--- src/rtl/lane_accumulator_pkg.sv ---
// Shared lane geometry, per-lane FSM encoding and helpers for the lane
// accumulator and the value fetcher that feeds it.
package lane_accumulator_pkg;

  localparam int unsigned LANES = 4;
  localparam int unsigned VAL_W = 8;
  localparam int unsigned PC_W  = $clog2(LANES + 1);

  typedef enum logic {
    ST_ACCUM = 1'b0,
    ST_HOLD  = 1'b1
  } lane_state_e;

  // Extract lane idx from a packed multi-lane value bus.
  function automatic logic [VAL_W-1:0] lane_slice(input logic [LANES*VAL_W-1:0] bus,
                                                  input int unsigned idx);
    return bus[idx*VAL_W +: VAL_W];
  endfunction

  function automatic logic [PC_W-1:0] popcount(input logic [LANES-1:0] v);
    logic [PC_W-1:0] n;
    n = '0;
    for (int i = 0; i < LANES; i++) begin
      n = n + PC_W'(v[i]);
    end
    return n;
  endfunction

endpackage

--- src/rtl/lane_accumulator_lane.sv ---
// One accumulator lane: pops values from a FWFT source, sums ROW_LEN of them
// and holds the row sum under a valid/ready handshake.
module acc_lane
  import lane_accumulator_pkg::*;
#(
  parameter int unsigned ROW_LEN = 8,
  parameter int unsigned ACC_W   = 16
) (
  input  logic             clk,
  input  logic             rst,
  input  logic [VAL_W-1:0] val_i,
  input  logic             empty_i,
  input  logic             res_ready_i,
  output logic             pop_c_o,
  output logic [ACC_W-1:0] res_o,
  output logic             res_valid_o,
  output logic             busy_o
);

  localparam int unsigned CW = (ROW_LEN > 1) ? $clog2(ROW_LEN) : 1;
  localparam logic [CW-1:0] LAST = CW'(ROW_LEN - 1);

  lane_state_e      state_q, state_d;
  logic [ACC_W-1:0] acc_q, acc_d;
  logic [ACC_W-1:0] res_q, res_d;
  logic [CW-1:0]    count_q, count_d;
  logic             valid_q, valid_d;
  logic             pop;
  logic [ACC_W-1:0] val_ext;

  assign val_ext = ACC_W'(val_i);

  // Next-state, pop strobe and datapath updates.
  always_comb begin
    state_d = state_q;
    acc_d   = acc_q;
    res_d   = res_q;
    count_d = count_q;
    valid_d = valid_q;
    pop     = 1'b0;
    unique case (state_q)
      ST_ACCUM: begin
        pop = ~empty_i & ~rst;
        if (pop) begin
          if (count_q == LAST) begin
            res_d   = acc_q + val_ext;
            valid_d = 1'b1;
            acc_d   = '0;
            count_d = '0;
            state_d = ST_HOLD;
          end else begin
            acc_d   = acc_q + val_ext;
            count_d = count_q + CW'(1);
          end
        end
      end
      ST_HOLD: begin
        pop = res_ready_i & ~empty_i & ~rst;
        if (res_ready_i) begin
          // A single-value row completes on the very pop that releases it.
          if (pop && (ROW_LEN == 1)) begin
            res_d = val_ext;
          end else if (pop) begin
            acc_d   = val_ext;
            count_d = CW'(1);
            valid_d = 1'b0;
            state_d = ST_ACCUM;
          end else begin
            valid_d = 1'b0;
            state_d = ST_ACCUM;
          end
        end
      end
      default: state_d = ST_ACCUM;
    endcase
  end

  always_ff @(posedge clk or posedge rst) begin
    if (rst) begin
      state_q <= ST_ACCUM;
      acc_q   <= '0;
      res_q   <= '0;
      count_q <= '0;
      valid_q <= 1'b0;
    end else begin
      state_q <= state_d;
      acc_q   <= acc_d;
      res_q   <= res_d;
      count_q <= count_d;
      valid_q <= valid_d;
    end
  end

  assign pop_c_o     = pop;
  assign res_o       = res_q;
  assign res_valid_o = valid_q;
  assign busy_o      = (count_q != '0) | valid_q;

endmodule

--- src/rtl/lane_accumulator.sv ---
// Multi-lane row-sum accumulator between the value fetcher and writeback;
// lanes run independently, the top only packs buses and counts accepted rows.
module lane_accumulator
  import lane_accumulator_pkg::*;
#(
  parameter int unsigned ROW_LEN = 8,
  parameter int unsigned ACC_W   = 16,
  parameter int unsigned CNT_W   = 16
) (
  input  logic                   clk,
  input  logic                   rst,
  input  logic [LANES*VAL_W-1:0] val_in,
  input  logic [LANES-1:0]       empty,
  output logic [LANES-1:0]       val_read,
  output logic [LANES*ACC_W-1:0] res_out,
  output logic [LANES-1:0]       res_valid,
  input  logic [LANES-1:0]       res_ready,
  output logic [CNT_W-1:0]       rows_done,
  output logic                   busy
);

  logic [LANES-1:0] lane_busy;
  logic [CNT_W-1:0] rows_q, rows_d;

  for (genvar i = 0; i < LANES; i++) begin : g_lane
    acc_lane #(
      .ROW_LEN(ROW_LEN),
      .ACC_W  (ACC_W)
    ) u_lane (
      .clk        (clk),
      .rst        (rst),
      .val_i      (lane_slice(val_in, i)),
      .empty_i    (empty[i]),
      .res_ready_i(res_ready[i]),
      .pop_c_o    (val_read[i]),
      .res_o      (res_out[i*ACC_W +: ACC_W]),
      .res_valid_o(res_valid[i]),
      .busy_o     (lane_busy[i])
    );
  end

  // Every lane handing off a result this cycle counts as one finished row.
  always_comb begin
    rows_d = rows_q + CNT_W'(popcount(res_valid & res_ready));
  end

  always_ff @(posedge clk or posedge rst) begin
    if (rst) begin
      rows_q <= '0;
    end else begin
      rows_q <= rows_d;
    end
  end

  assign rows_done = rows_q;
  assign busy      = |lane_busy;

endmodule
--- config.mk ---
export PLATFORM = sky130hd
export DESIGN_NAME = lane_accumulator
export DESIGN_NICKNAME = d
export VERILOG_FILES = /design/src/rtl/lane_accumulator_pkg.sv /design/src/rtl/lane_accumulator_lane.sv /design/src/rtl/lane_accumulator.sv
export SDC_FILE = /design/constraint.sdc
export NUM_CORES = 1
export LEC_CHECK = 0
export CAP_MARGIN = 5
export CORE_ASPECT_RATIO = 0.5
export CORE_UTILIZATION = 50
export DETAILED_ROUTE_END_ITERATION = 16
export PLACE_DENSITY = 0.74
export SLEW_MARGIN = 0
export SYNTH_ARGS = -nofsm -noshare
export SYNTH_HDL_FRONTEND = slang
export SYNTH_SLANG_ARGS = --single-unit
--- constraint.sdc ---
create_clock -name clk -period 8 [get_ports clk]
set_input_delay 1.6 -clock clk [delete_from_list [all_inputs] [get_ports clk]]
set_output_delay 1.6 -clock clk [all_outputs]
set_load 0.01 [all_outputs]
==> impl_metrics.xml, run 1 <==
<?xml version="1.0" encoding="UTF-8"?>
<metrics>
  <group name="global_route">
    <metric name="antenna_found_initial" unit="">0</metric>
    <metric name="via_count_of_the_first_global_routing_pass" unit="">6615</metric>
    <metric name="met1_usage" unit="">0.308</metric>
    <metric name="grt-busiest-layer" unit="">met2</metric>
    <metric name="fraction_of_met3_tracks_used_by_global_routing" unit="">0.0583</metric>
    <metric name="grt_max_degree" unit="">107</metric>
    <metric name="grt_overflow_total" unit="">0</metric>
    <metric name="overall_fraction_of_global_route_tracks_in_use" unit="">0.223</metric>
    <metric name="grt_first_pass_wirelength" unit="µm">32200</metric>
    <metric name="grtUsageMet2" unit="">0.351</metric>
  </group>
  <group name="worst_setup_path">
    <metric name="critPathMostFrequentCell" unit="">sky130_fd_sc_hd__clkdlybuf4s50_1</metric>
    <metric name="worstPathRequired" unit="ns">6.40</metric>
    <metric name="worst-r2r-setup-slack" unit="ns">5.34</metric>
    <metric name="cp_slowest_cell" unit="">sky130_fd_sc_hd__clkdlybuf4s50_1</metric>
    <metric name="critPathMaxStageDelay" unit="ns">0.77</metric>
    <metric name="worstPathCellList" unit="">clkdlybuf4s50_1, nor2_1, nand2_1, inv_1, clkdlybuf4s50_1</metric>
    <metric name="crit_path_start_kind" unit="">input port</metric>
    <metric name="timing.rr.start" unit="">g_lane[2].u_lane.state_q</metric>
    <metric name="cp-end-kind" unit="">primary output</metric>
    <metric name="rr_worst_depth" unit="">6</metric>
    <metric name="crit_path_max_fanout" unit="">16</metric>
    <metric name="critical-path-top-delay-family" unit="">buffers and inverters</metric>
    <metric name="worstSetupPathDepth" unit="">5</metric>
    <metric name="path_buf_inv" unit="">3</metric>
    <metric name="endpoint_of_the_worst_register_to_register_path" unit="">g_lane[2].u_lane.acc_q[10]</metric>
    <metric name="class_of_the_most_critical_setup_path" unit="">input port to primary output</metric>
    <metric name="critical_path_arrival" unit="ns">4.22</metric>
  </group>
  <group name="logic_synthesis">
    <metric name="synth_enable_flop_cells" unit="">0</metric>
    <metric name="synth.net_count" unit="">998</metric>
    <metric name="synth_warnings" unit="">0</metric>
    <metric name="synth.yosys.seq_area_share" unit="">0.462</metric>
    <metric name="synth-async-reset-ratio" unit="">1.00</metric>
    <metric name="yosys.area.top_type_share" unit="">0.462</metric>
    <metric name="synth_area_per_cell" unit="µm²">9.82</metric>
    <metric name="synth_cell_types" unit="">62</metric>
    <metric name="post_synth_main_area_contributors" unit="">sky130_fd_sc_hd__dfrtp_1 (46%), sky130_fd_sc_hd__ha_1 (6.3%), sky130_fd_sc_hd__nand2_1 (5.2%)</metric>
    <metric name="most_used_flip_flop_cell_after_synthesis" unit="">sky130_fd_sc_hd__dfrtp_1</metric>
    <metric name="syn_inst" unit="">904</metric>
    <metric name="synthDominantAreaCellType" unit="">sky130_fd_sc_hd__dfrtp_1</metric>
    <metric name="synth_register_bits" unit="">164</metric>
    <metric name="mappedNetlistArea" unit="µm²">8880</metric>
  </group>
  <group name="timing">
    <metric name="final-hold-violation-count" unit="">0</metric>
    <metric name="maxSlewViolCount" unit="">0</metric>
    <metric name="tightestPinTransition" unit="ns">0.975</metric>
    <metric name="max_clock_freq" unit="MHz">172</metric>
    <metric name="worst_rel_slew_slack" unit="">0.349</metric>
    <metric name="rsz0062_at_grt" unit="">false</metric>
    <metric name="timing.final.crit_period" unit="ns">5.82</metric>
    <metric name="final.period_utilization" unit="">0.727</metric>
    <metric name="fin_skew" unit="ns">0.0123</metric>
    <metric name="finalSetupViolations" unit="">0</metric>
    <metric name="fin_setup_tns" unit="ns">0</metric>
  </group>
  <group name="drt">
    <metric name="wl_per_cell" unit="µm">15.6</metric>
    <metric name="routed_wl" unit="µm">19800</metric>
    <metric name="route.detailed.drc" unit="">0</metric>
    <metric name="routed_via_density" unit="">5.47</metric>
    <metric name="drt_first_pass_iters" unit="">5</metric>
    <metric name="routed-via-count" unit="">6920</metric>
    <metric name="antenna_violating_nets_post_route" unit="">0</metric>
    <metric name="detail_route.iter0.violations" unit="">389</metric>
  </group>
  <group name="clock_network">
    <metric name="cts_resized" unit="">0</metric>
    <metric name="cts_buffer_depth" unit="">2</metric>
    <metric name="post_cts_buffers" unit="">0</metric>
    <metric name="post_cts_hold_buffer_count" unit="">0</metric>
    <metric name="worst_setup_hold_path_clk_slew" unit="ns">0.06</metric>
    <metric name="cts-buffers-inserted" unit="">17</metric>
    <metric name="clockRootBuffer" unit="">sky130_fd_sc_hd__clkbuf_16</metric>
    <metric name="cts_tree" unit="">yes</metric>
    <metric name="clkLatencyLatePin" unit="ns">0.43</metric>
    <metric name="clock_sinks" unit="">164</metric>
    <metric name="cts_htree_levels" unit="">4</metric>
  </group>
  <group name="power">
    <metric name="ir_drop" unit="mV">0.180</metric>
    <metric name="p_per_area" unit="nW/µm²">330</metric>
    <metric name="power.static_leakage" unit="µW">0.00483</metric>
  </group>
  <group name="layout">
    <metric name="diodes_inserted" unit="">0</metric>
    <metric name="areaGrowthSynthToFinish" unit="%">23.8</metric>
    <metric name="seq_area" unit="µm²">4100</metric>
    <metric name="stdcell_area" unit="µm²">11000</metric>
    <metric name="fillerInstances" unit="">1441</metric>
    <metric name="multi_input_combinational_cell_area" unit="µm²">4450</metric>
    <metric name="share_of_final_layout_standard_cells_stronger_than_drive_strength_1" unit="">0.0814</metric>
    <metric name="nets" unit="">1113</metric>
    <metric name="final_core_util" unit="">0.633</metric>
  </group>
  <group name="worst_hold_path">
    <metric name="hold_class" unit="">flip-flop to flip-flop</metric>
    <metric name="min_to" unit="">rows_done[15]</metric>
    <metric name="hold_path.startpoint" unit="">rows_done[15]</metric>
    <metric name="hold_depth" unit="">1</metric>
  </group>
  <group name="die">
    <metric name="y_dimension_of_the_die" unit="µm">96.2</metric>
    <metric name="fp.dieArea" unit="µm²">18300</metric>
    <metric name="top_level_ports" unit="">131</metric>
    <metric name="floorplan.die.width" unit="µm">190</metric>
    <metric name="core-area" unit="µm²">17400</metric>
    <metric name="fp-row-count" unit="">34</metric>
    <metric name="floorplan.initialDensity" unit="">0.511</metric>
  </group>
  <group name="place">
    <metric name="count_of_buffers_inserted_at_the_top_level_ports" unit="">130</metric>
    <metric name="dpl_cell_area" unit="µm²">10300</metric>
    <metric name="hpwl" unit="µm">14100</metric>
    <metric name="finalWeightedCongestion" unit="">0.836</metric>
  </group>
  <group name="status">
    <metric name="result_of_the_run" unit="">completed</metric>
  </group>
  <group name="job">
    <metric name="max_cap_viol_count" unit="">0</metric>
  </group>
</metrics>
per-stage QoR:
stage	setup slack [ns]	power, µW	instances	hold slack (ns)
final	2.18	3620	1266	0.478
after global routing	2.08	3870	1266	0.504
after CTS	2.21	3650	1266	0.480
after detailed placement	2.22	2680	1234	0.465
after floorplan	1.81	2200	904	0.460
after global placement	2.26	2640	1234	0.461
metal layers:
metal  wire, µm  vias to the layer above
li1           -                     3425
met1       9730                     3355
met2       8970                      127
met3        953                       13
met4        148                        0
met5          0                        -
power by group:
group / leakage (µW) / internal [µW] / switching, µW / total (µW)
logic: 0.00235 / 673 / 758 / 1430
registers: 0.00215 / 1060 / 181 / 1240
clock network: 0.000325 / 605 / 344 / 949
total: 0.00483 / 2340 / 1280 / 3620
worst reg2reg max path: stages (launching register included):
cell	delay, ns
sky130_fd_sc_hd__dfrtp_1	0.60
sky130_fd_sc_hd__nand2b_1	0.21
sky130_fd_sc_hd__nand2_1	0.39
sky130_fd_sc_hd__inv_1	0.53
sky130_fd_sc_hd__nand2_1	0.33
sky130_fd_sc_hd__or3_1	0.43
sky130_fd_sc_hd__o21ai_0	0.08
kinds of logic (layout without fill, tap and decap cells):
| family | after synthesis | after routing | synth area share |
|---|---|---|---|
| AO/OA/AOI/OAI | 232 | 232 | 0.173 |
| XOR/XNOR | 68 | 68 | 0.0671 |
| adder cells (fa/ha/maj) | 52 | 52 | 0.0792 |
| buffers and inverters | 74 | 202 | 0.0361 |
| flip-flops | 164 | 164 | 0.462 |
| multiplexers | 20 | 20 | 0.0254 |
| AND/OR/NAND/NOR | 294 | 294 | 0.157 |
state kept, by name, summed over array words and instances, names as in the netlist:
name and flops:
g_lane.u_lane.acc_q 64, g_lane.u_lane.count_q 12, g_lane.u_lane.res_o 64, g_lane.u_lane.res_valid_o 4
g_lane.u_lane.state_q 4, rows_done 16
cell usage after synthesis, types with 4 or more instances:
cell type	count
sky130_fd_sc_hd__a31oi_1	13
sky130_fd_sc_hd__clkbuf_1	22
sky130_fd_sc_hd__nand2_1	124
sky130_fd_sc_hd__nand3_1	31
sky130_fd_sc_hd__o21ai_1	16
sky130_fd_sc_hd__xor2_1	22
sky130_fd_sc_hd__mux2_2	20
sky130_fd_sc_hd__nand4_1	7
sky130_fd_sc_hd__nor3_1	15
sky130_fd_sc_hd__o31ai_1	9
sky130_fd_sc_hd__a211oi_1	5
sky130_fd_sc_hd__inv_1	37
sky130_fd_sc_hd__and3_1	18
sky130_fd_sc_hd__o21ai_0	76
sky130_fd_sc_hd__a21o_1	16
sky130_fd_sc_hd__buf_2	4
sky130_fd_sc_hd__a21oi_1	29
sky130_fd_sc_hd__o21bai_1	4
sky130_fd_sc_hd__or3_1	6
sky130_fd_sc_hd__nor3_2	5
sky130_fd_sc_hd__xnor2_1	46
sky130_fd_sc_hd__dfrtp_1	164
sky130_fd_sc_hd__a21oi_2	5
sky130_fd_sc_hd__nand2b_1	11
sky130_fd_sc_hd__nor2_1	58
sky130_fd_sc_hd__a221oi_1	15
sky130_fd_sc_hd__buf_4	8
sky130_fd_sc_hd__a22o_1	6
sky130_fd_sc_hd__o21a_1	10
sky130_fd_sc_hd__ha_1	45
sky130_fd_sc_hd__o221ai_1	7
sky130_fd_sc_hd__fa_1	7
layout by cell type, fill, tap and decap left out, types with 9 or more instances in the layout:
master and count:
sky130_fd_sc_hd__and3_1 18, sky130_fd_sc_hd__clkbuf_16 17, sky130_fd_sc_hd__a31oi_1 13, sky130_fd_sc_hd__nor3_1 15, sky130_fd_sc_hd__o21a_1 10, sky130_fd_sc_hd__xnor2_1 46, sky130_fd_sc_hd__nand2_1 124, sky130_fd_sc_hd__dfrtp_1 164
sky130_fd_sc_hd__o21ai_0 76, sky130_fd_sc_hd__nand3_1 31, sky130_fd_sc_hd__xor2_1 22, sky130_fd_sc_hd__inv_1 36, sky130_fd_sc_hd__a221oi_1 15, sky130_fd_sc_hd__mux2_2 20, sky130_fd_sc_hd__clkdlybuf4s50_1 130, sky130_fd_sc_hd__o31ai_1 9
sky130_fd_sc_hd__a21oi_1 29, sky130_fd_sc_hd__o21ai_1 16, sky130_fd_sc_hd__nor2_1 58, sky130_fd_sc_hd__ha_1 45, sky130_fd_sc_hd__nand2b_1 11, sky130_fd_sc_hd__a21o_1 16
area by class of cell:
class | instances | share of cell area
clock inverters | 11 | 0.0202
repair buffers | 131 | 0.119
clock buffers | 21 | 0.0419
inverters | 39 | 0.0138
multi-input cells | 666 | 0.405
flip-flops and latches | 164 | 0.373
well taps | 234 | 0.0266
how the worst max path moves through the flow:
| stage | start | end | slack (ns) |
|---|---|---|---|
| 5_1_grt | rst | val_read[2] | 2.08 |
| 4_1_cts | rst | val_read[2] | 2.21 |
| 2_1_floorplan | rst | g_lane[0].u_lane.acc_q[0] | 1.81 |
| 6_report | rst | val_read[2] | 2.18 |
| 3_5_place_dp | rst | val_read[2] | 2.22 |
| 3_3_place_gp | rst | val_read[2] | 2.26 |
Power figures use the tool's default switching activity.
==> run 2: changes to the inputs <==
--- a/config.mk
+++ b/config.mk
@@ -9,7 +9,7 @@
 export CORE_ASPECT_RATIO = 0.5
 export CORE_UTILIZATION = 50
 export DETAILED_ROUTE_END_ITERATION = 16
-export PLACE_DENSITY = 0.74
+export PLACE_DENSITY = 0.77
 export SLEW_MARGIN = 0
 export SYNTH_ARGS = -nofsm -noshare
 export SYNTH_HDL_FRONTEND = slang
==> constraint.sdc (replaced) <==
create_clock -name clk -period 4.8 [get_ports clk]
set_input_delay 0.96 -clock clk [delete_from_list [all_inputs] [get_ports clk]]
set_output_delay 0.96 -clock clk [all_outputs]
set_load 0.01 [all_outputs]
==> run 2 against run 1 <==
Sequential share of layout area up 0.24 points. Cell count up 0.63%. Critical path depth unchanged. Combinational power up 68%. Clock skew down 0.0018 ns. Power up 59%. Die area unchanged. Routed wire length up 2.7%. Register-to-register slack worse by 3.1 ns. Global-route usage up 0.81 points. Clock power up 35%.
==> impl_metrics.xml, run 2 (synthesized netlist as in run 1, its figures left out) <==
<?xml version="1.0" encoding="UTF-8"?>
<metrics>
  <group name="timing">
    <metric name="postLayoutSetupSlackWorst" unit="ns">0.800</metric>
    <metric name="finalSetupViolations" unit="">0</metric>
    <metric name="final.period_utilization" unit="">0.833</metric>
    <metric name="max_clock_freq" unit="MHz">250</metric>
    <metric name="timing.final.crit_period" unit="ns">4.00</metric>
    <metric name="maxSlewViolCount" unit="">0</metric>
    <metric name="tightestPinTransition" unit="ns">0.949</metric>
    <metric name="final-hold-violation-count" unit="">0</metric>
    <metric name="rsz0062_at_grt" unit="">false</metric>
    <metric name="fin_setup_tns" unit="ns">0</metric>
    <metric name="fin_skew" unit="ns">0.0105</metric>
    <metric name="worst_rel_slew_slack" unit="">0.366</metric>
  </group>
  <group name="global_route">
    <metric name="grt_max_degree" unit="">61</metric>
    <metric name="via_count_of_the_first_global_routing_pass" unit="">6737</metric>
    <metric name="grt_overflow_total" unit="">0</metric>
    <metric name="antenna_found_initial" unit="">0</metric>
    <metric name="overall_fraction_of_global_route_tracks_in_use" unit="">0.231</metric>
    <metric name="grt_first_pass_wirelength" unit="µm">33200</metric>
  </group>
  <group name="drt">
    <metric name="antenna_violating_nets_post_route" unit="">0</metric>
    <metric name="detail_route.iter0.violations" unit="">390</metric>
    <metric name="routed-via-count" unit="">7029</metric>
    <metric name="routed_via_density" unit="">5.52</metric>
    <metric name="routed_wl" unit="µm">20300</metric>
    <metric name="wl_per_cell" unit="µm">16.0</metric>
    <metric name="route.detailed.drc" unit="">0</metric>
    <metric name="drt_first_pass_iters" unit="">5</metric>
  </group>
  <group name="layout">
    <metric name="nets" unit="">1121</metric>
    <metric name="multi_input_combinational_cell_area" unit="µm²">4450</metric>
    <metric name="final_common_cell" unit="">sky130_fd_sc_hd__dfrtp_1</metric>
    <metric name="areaGrowthSynthToFinish" unit="%">23.0</metric>
    <metric name="diodes_inserted" unit="">0</metric>
    <metric name="most-common-layout-cells" unit="">sky130_fd_sc_hd__dfrtp_1 (164), sky130_fd_sc_hd__clkdlybuf4s50_1 (130), sky130_fd_sc_hd__nand2_1 (124)</metric>
    <metric name="share_of_final_layout_standard_cells_stronger_than_drive_strength_1" unit="">0.0894</metric>
    <metric name="seq_area" unit="µm²">4100</metric>
    <metric name="fillerInstances" unit="">1468</metric>
  </group>
  <group name="power">
    <metric name="p_per_area" unit="nW/µm²">526</metric>
    <metric name="power.static_leakage" unit="µW">0.00479</metric>
    <metric name="ir_drop" unit="mV">0.320</metric>
  </group>
  <group name="worst_setup_path">
    <metric name="worst-r2r-setup-slack" unit="ns">2.21</metric>
    <metric name="worstPathRequired" unit="ns">3.84</metric>
    <metric name="cp-end-kind" unit="">primary output</metric>
    <metric name="cp_slowest_cell" unit="">sky130_fd_sc_hd__clkdlybuf4s50_1</metric>
    <metric name="critical_path_arrival" unit="ns">3.04</metric>
    <metric name="class_of_the_most_critical_setup_path" unit="">input port to primary output</metric>
    <metric name="crit_path_max_fanout" unit="">18</metric>
    <metric name="critPathMostFrequentCell" unit="">sky130_fd_sc_hd__clkdlybuf4s50_1</metric>
    <metric name="worstPathCellList" unit="">clkdlybuf4s50_1, nor2_4, nand2_2, clkinv_1, clkdlybuf4s50_1</metric>
    <metric name="timing.rr.start" unit="">g_lane[0].u_lane.res_valid_o</metric>
    <metric name="cp-endpoint" unit="">val_read[0]</metric>
    <metric name="critPathMaxStageDelay" unit="ns">0.71</metric>
    <metric name="endpoint_of_the_worst_register_to_register_path" unit="">rows_done[14]</metric>
    <metric name="start_point_of_the_critical_path" unit="">rst</metric>
    <metric name="rr_worst_depth" unit="">9</metric>
    <metric name="crit_path_start_kind" unit="">input port</metric>
  </group>
  <group name="clock_network">
    <metric name="clockRootBuffer" unit="">sky130_fd_sc_hd__clkbuf_16</metric>
    <metric name="post_cts_hold_buffer_count" unit="">0</metric>
    <metric name="worst_setup_hold_path_clk_slew" unit="ns">0.06</metric>
    <metric name="cts_tree" unit="">yes</metric>
    <metric name="cts_buffer_depth" unit="">2</metric>
    <metric name="cts_htree_levels" unit="">4</metric>
    <metric name="clock_sinks" unit="">164</metric>
    <metric name="cts-buffers-inserted" unit="">17</metric>
    <metric name="cts_resized" unit="">0</metric>
    <metric name="post_cts_buffers" unit="">0</metric>
    <metric name="clkLatencyLatePin" unit="ns">0.42</metric>
  </group>
  <group name="job">
    <metric name="max_cap_viol_count" unit="">0</metric>
  </group>
  <group name="die">
    <metric name="top_level_ports" unit="">131</metric>
    <metric name="floorplan.die.width" unit="µm">190</metric>
    <metric name="fp-row-count" unit="">34</metric>
    <metric name="floorplan.initialDensity" unit="">0.511</metric>
    <metric name="core-area" unit="µm²">17400</metric>
    <metric name="y_dimension_of_the_die" unit="µm">96.2</metric>
    <metric name="fp.dieArea" unit="µm²">18300</metric>
  </group>
  <group name="place">
    <metric name="finalWeightedCongestion" unit="">0.868</metric>
    <metric name="count_of_buffers_inserted_at_the_top_level_ports" unit="">130</metric>
    <metric name="hpwl" unit="µm">14600</metric>
    <metric name="detailedPlace.worstSlack" unit="ns">0.802</metric>
  </group>
  <group name="status">
    <metric name="result_of_the_run" unit="">completed</metric>
  </group>
  <group name="worst_hold_path">
    <metric name="hold_class" unit="">flip-flop to flip-flop</metric>
  </group>
</metrics>
-- run 2: worst max-delay path, delay by kind of cell --
kind,cells,cell delay [ns]
simple gates,2,0.41
buf+inv,3,1.65
-- run 2: final cells by class --
cell class,instances,share of cell area
clock buffers,19,0.0406
flip-flops and latches,164,0.376
repair buffers,139,0.126
multi-input cells,666,0.408
inverters,39,0.0137
clock inverters,13,0.00905
well taps,234,0.0268
-- run 2: power by group --
part | switching, µW | internal [µW] | total [µW]
combinational | 1270 | 1130 | 2400
sequential | 299 | 1770 | 2070
clock | 598 | 681 | 1280
-- run 2: stage by stage --
stage / power, µW / hold WS, ns / util / std cells / instance area (µm²)
4_1_cts: 5780 / 0.483 / 0.629 / 1274 / 10900
6_report: 5750 / 0.478 / 0.629 / 1274 / 10900
3_3_place_gp: 4390 / 0.461 / 0.598 / 1242 / 10400
5_1_grt: 6150 / 0.512 / 0.629 / 1274 / 10900
3_5_place_dp: 4470 / 0.463 / 0.598 / 1242 / 10400
2_1_floorplan: 3660 / 0.460 / - / 904 / 8880
-- run 2: how the worst min path moves through the flow --
stage                                from                         end  depth (start not counted)
3_3_place_gp   g_lane[1].u_lane.res_o[13]  g_lane[1].u_lane.res_o[13]                          2
3_5_place_dp                rows_done[15]               rows_done[15]                          1
4_1_cts                     rows_done[15]               rows_done[15]                          1
5_1_grt         g_lane[2].u_lane.res_o[9]   g_lane[2].u_lane.res_o[9]                          2
6_report       g_lane[3].u_lane.res_o[12]  g_lane[3].u_lane.res_o[12]                          2
2_1_floorplan   g_lane[0].u_lane.acc_q[5]   g_lane[0].u_lane.acc_q[5]                          2
-- run 2: routing by layer --
| layer | global-route usage | wire length, µm |
|---|---|---|
| met1 | 0.316 | 9680 |
| met2 | 0.368 | 9410 |
| met3 | 0.0532 | 972 |
| met4 | 0.0713 | 273 |
| met5 | 0 | 0 |
